### src/rtl/serial_word_feeder.sv
// Parallel-to-serial front end feeding the sequence detector one bit per clk.
// A single holding register behind the shifter lets back-to-back words stream without gap bits.
module serial_word_feeder #(
  parameter int WIDTH     = 8,
  parameter bit MSB_FIRST = 1'b1,
  parameter bit IDLE_BIT  = 1'b0
) (
  input  logic             clk,
  input  logic             CLR,
  input  logic [WIDTH-1:0] din,
  input  logic             din_valid,
  output logic             din_ready,
  input  logic             abort,
  output logic             sout,
  output logic             sout_valid,
  output logic             sout_last,
  output logic             busy
);

  localparam int CW = $clog2(WIDTH + 1);

  logic [WIDTH-1:0] sreg;
  logic [WIDTH-1:0] hold;
  logic [CW-1:0]    cnt;
  logic             hold_full;
  logic [WIDTH-1:0] shifted;

  assign shifted    = MSB_FIRST ? {sreg[WIDTH-2:0], 1'b0} : {1'b0, sreg[WIDTH-1:1]};
  assign din_ready  = !hold_full && !abort;
  assign sout_valid = (cnt != '0);
  assign sout_last  = (cnt == CW'(1));
  assign busy       = (cnt != '0) || hold_full;
  assign sout       = (cnt == '0) ? IDLE_BIT : (MSB_FIRST ? sreg[WIDTH-1] : sreg[0]);

  // Reload on the edge that ends the last bit (cnt==1) so words abut with no idle bit.
  always_ff @(posedge clk or negedge CLR) begin
    if (!CLR) begin
      sreg      <= '0;
      hold      <= '0;
      cnt       <= '0;
      hold_full <= 1'b0;
    end else if (abort) begin
      cnt       <= '0;
      hold_full <= 1'b0;
    end else begin
      if (cnt <= CW'(1)) begin
        if (hold_full) begin
          sreg      <= hold;
          cnt       <= CW'(WIDTH);
          hold_full <= 1'b0;
        end else begin
          if (cnt == CW'(1)) sreg <= shifted;
          cnt <= '0;
        end
      end else begin
        sreg <= shifted;
        cnt  <= cnt - CW'(1);
      end
      // Only possible while hold is empty, so it never collides with the load above.
      if (din_valid && din_ready) begin
        hold      <= din;
        hold_full <= 1'b1;
      end
    end
  end

endmodule

### config.mk
export PLATFORM = sky130hd
export DESIGN_NAME = serial_word_feeder
export DESIGN_NICKNAME = d
export VERILOG_FILES = /design/src/rtl/serial_word_feeder.sv
export SDC_FILE = /design/constraint.sdc
export NUM_CORES = 1
export LEC_CHECK = 0
export ABC_AREA = 1
export CORE_AREA = 2 2 51 48
export CTS_CLUSTER_SIZE = 16
export DETAILED_ROUTE_END_ITERATION = 12
export DIE_AREA = 0 0 53 50
export PLACE_DENSITY = 0.86
export SYNTH_ARGS = -nofsm -noshare
export SYNTH_HDL_FRONTEND = slang
export SYNTH_SLANG_ARGS = --single-unit
### constraint.sdc
create_clock -name clk -period 3.5 [get_ports clk]
set_clock_uncertainty 0.05 [all_clocks]
set_input_delay 0.875 -clock clk [delete_from_list [all_inputs] [get_ports clk]]
set_output_delay 0.875 -clock clk [all_outputs]
set_load 0.1 [all_outputs]
==> flow_summary.toml <==
[routing]
drt_iter0_drc = 37
vias = 953
wl_per_cell_um = 10.71
antenna_left = 0
drt-total-wl_um = 2056
drt_pass1_iterations = 4
vias_per_cell = 4.964
drc = 0

[pwr]
p_int_uw = 602.8
power.share.switching_pct = 54.17
p_per_area_nw_per_um2 = 992.6
comb_power_share_pct = 60.9
clkPwrFrac_pct = 8.7
power.switching_uw = 712.4
ir_drop_uv = 1031
power_leakage_uw = 0.0007311
power_uw = 1315
seq_power_share_pct = 30.4

[sta]
setup_tns_ns = 0
fin_ws_ns = 0.8011
slew_headroom_pct = 38.73
tightest_slew_ns = 0.9162
finalCriticalPeriod_ns = 2.699
period_share_pct = 77.11
max_freq_mhz = 370.5
slew_violations = 0
hold_viol = 0
setup_violations = 0
rsz0062_at_grt = "no"

[clocking]
cts_setup_buffers = 0
cts.repair.resized = 0
cts_tree = "done"
clk_latency_ns = 0.30
clock-sinks = 21
cts_root_buf = "clkbuf_4"
htree_levels = 1
cts.path.max_buffers = 2
cts_hold_buf = 0
cts_buffers = 3
clk_pin_slew_ns = 0.11

[die]
fp.coreArea_um2 = 2102
rows = 16
ioPinCount = 17
initial_core_util_pct = 54.17
die_area_um2 = 2650
die_y_um = 50
die_w_um = 53

[global_routing]
grt_max_degree = 22
grt_pass1_wl_um = 3560
antenna_found_initial = 0
grtUsageTotal_pct = 18.25
grt.overflow.total = 0
grt_pass1_vias = 827

[synth]
async_flop_share_pct = 100.0
synth_edf_count = 0
syn_avg_cell_area_um2 = 7.642
synth_fp_nets = 163
synthFlopType = "dfrtp_1"
yosysWarnings = 0
seq_area_frac_synth_pct = 46.15
syn_inst = 149
yosys.cell_types.count = 22
synth-seq-cells = 21
syn_area_um2 = 1139

[final_layout]
multi_input_area_um2 = 546.8
stdcell_count = 192
finalNetCount = 180
fill_cells = 198
diodes = 0
layout-drive-gt1-share_pct = 10.91
areaGrowthSynthToFinish_pct = 16.37
regArea_um2 = 525.5

[placement]
dp_slack_ns = 0.7934
dp.final_hpwl_um = 1542
dp_cells = 188
port_buffers = 16
gp_congestion = 0.8238

[critical_path]
cp.required_ns = 2.57
worst_setup_path_start_kind = "input pin"
worstSetupPathType = "input pin to primary output"
arrival_ns = 1.77
endpoint_kind = "primary output"
critical_path.max_fanout = 10

[run_status]
status = "finished, final reports clean"

[flow_run]
drv_cap = 0

[min_path]
min-delay-path-class = "register to register"
[stage by stage]
stage          util (%)  area (um^2)  hold slack (ns)
6_report          63.04         1325           0.4368
2_1_floorplan         -         1139           0.3917
4_1_cts           63.04         1325           0.4384
3_5_place_dp      61.79         1299           0.4089
5_1_grt           63.04         1325           0.4729
3_3_place_gp      61.79         1299           0.4074
[cell usage after synthesis, drive strengths merged, types with 2 or more instances]
| cell type | instances | share of area (%) |
|---|---|---|
| nand2 | 89 | 31 |
| dfrtp | 21 | 46 |
| nand3 | 11 | 4.8 |
| inv | 8 | 2.9 |
| nor2 | 7 | 4.4 |
| buf | 3 | 2.6 |
| ha | 2 | 2.2 |
| o21ai | 2 | 1.9 |
[metal layers]
layer | global-route usage, % | part of all wire (%)
met1 | 25.05 | 46
met2 | 28.54 | 47
met3 | 3.636 | 7.1
met4 | 6.410 | 0.58
met5 | 0 | 0
[placed cells by master (no fill, tap or decap), drive strengths merged]
cell type and count:
nand2 89, dfrtp 21, nand3 11, clkdlybuf4s50 11, inv 8, nor2 7, buf 5, clkbuf 4
ha 2, o21ai 2, xnor2 1, a21boi 1, a21oi 1, nand3b 1, nand4 1
[path summary, 6_finish.rpt]
kind                       slack [ns]        end  depth (start not counted)  startpoint
hold / removal                   0.44    hold[5]                          2     hold[5]
setup / recovery                 0.80  din_ready                          3       abort
max in group asynchronous        1.82    sreg[4]                          1         CLR
min in group asynchronous        1.03    hold[1]                          1         CLR
hold reg to reg                  0.44    hold[5]                          2     hold[5]
setup reg to reg                 1.95     cnt[3]                          7      cnt[0]
[cell type report]
| class | instances | area share (%) |
|---|---|---|
| Multi-Input combinational cell | 116 | 41.27 |
| Inverter | 8 | 2.455 |
| Sequential cell | 21 | 39.66 |
| Clock buffer | 4 | 1.983 |
| Tap cell | 27 | 2.550 |
| Timing Repair Buffer | 16 | 12.09 |
[critical path, stage by stage]
cell,delay [ns]
clkdlybuf4s50_1,0.50
nor2_8,0.20
buf_12,0.20
[power by group through the flow]
stage | Clock (uW) | Combinational, uW | Sequential, uW
global route | 131 | 873 | 414
CTS | 119 | 807 | 399
finish | 115 | 801 | 400
detailed placement | 0 | 803 | 404
floorplan | 0 | 686 | 380
global placement | 0 | 786 | 398
[state kept, by name (all words and copies together) (netlist names)]
register / count
cnt: 4
hold: 8
hold_full: 1
sreg: 8
[cell families (layout without fill, tap and decap cells)]
| group | count (synthesis) | after routing | share of synthesized area (%) |
|---|---|---|---|
| AND/OR/NAND/NOR | 109 | 109 | 42.09 |
| flip-flops | 21 | 21 | 46.15 |
| buffers and inverters | 12 | 28 | 5.824 |
| AO/OA/AOI/OAI | 4 | 4 | 2.967 |
| adder cells (fa/ha/maj) | 2 | 2 | 2.197 |
| XOR/XNOR | 1 | 1 | 0.7694 |
No activity file was read; power rests on OpenSTA's default activity.
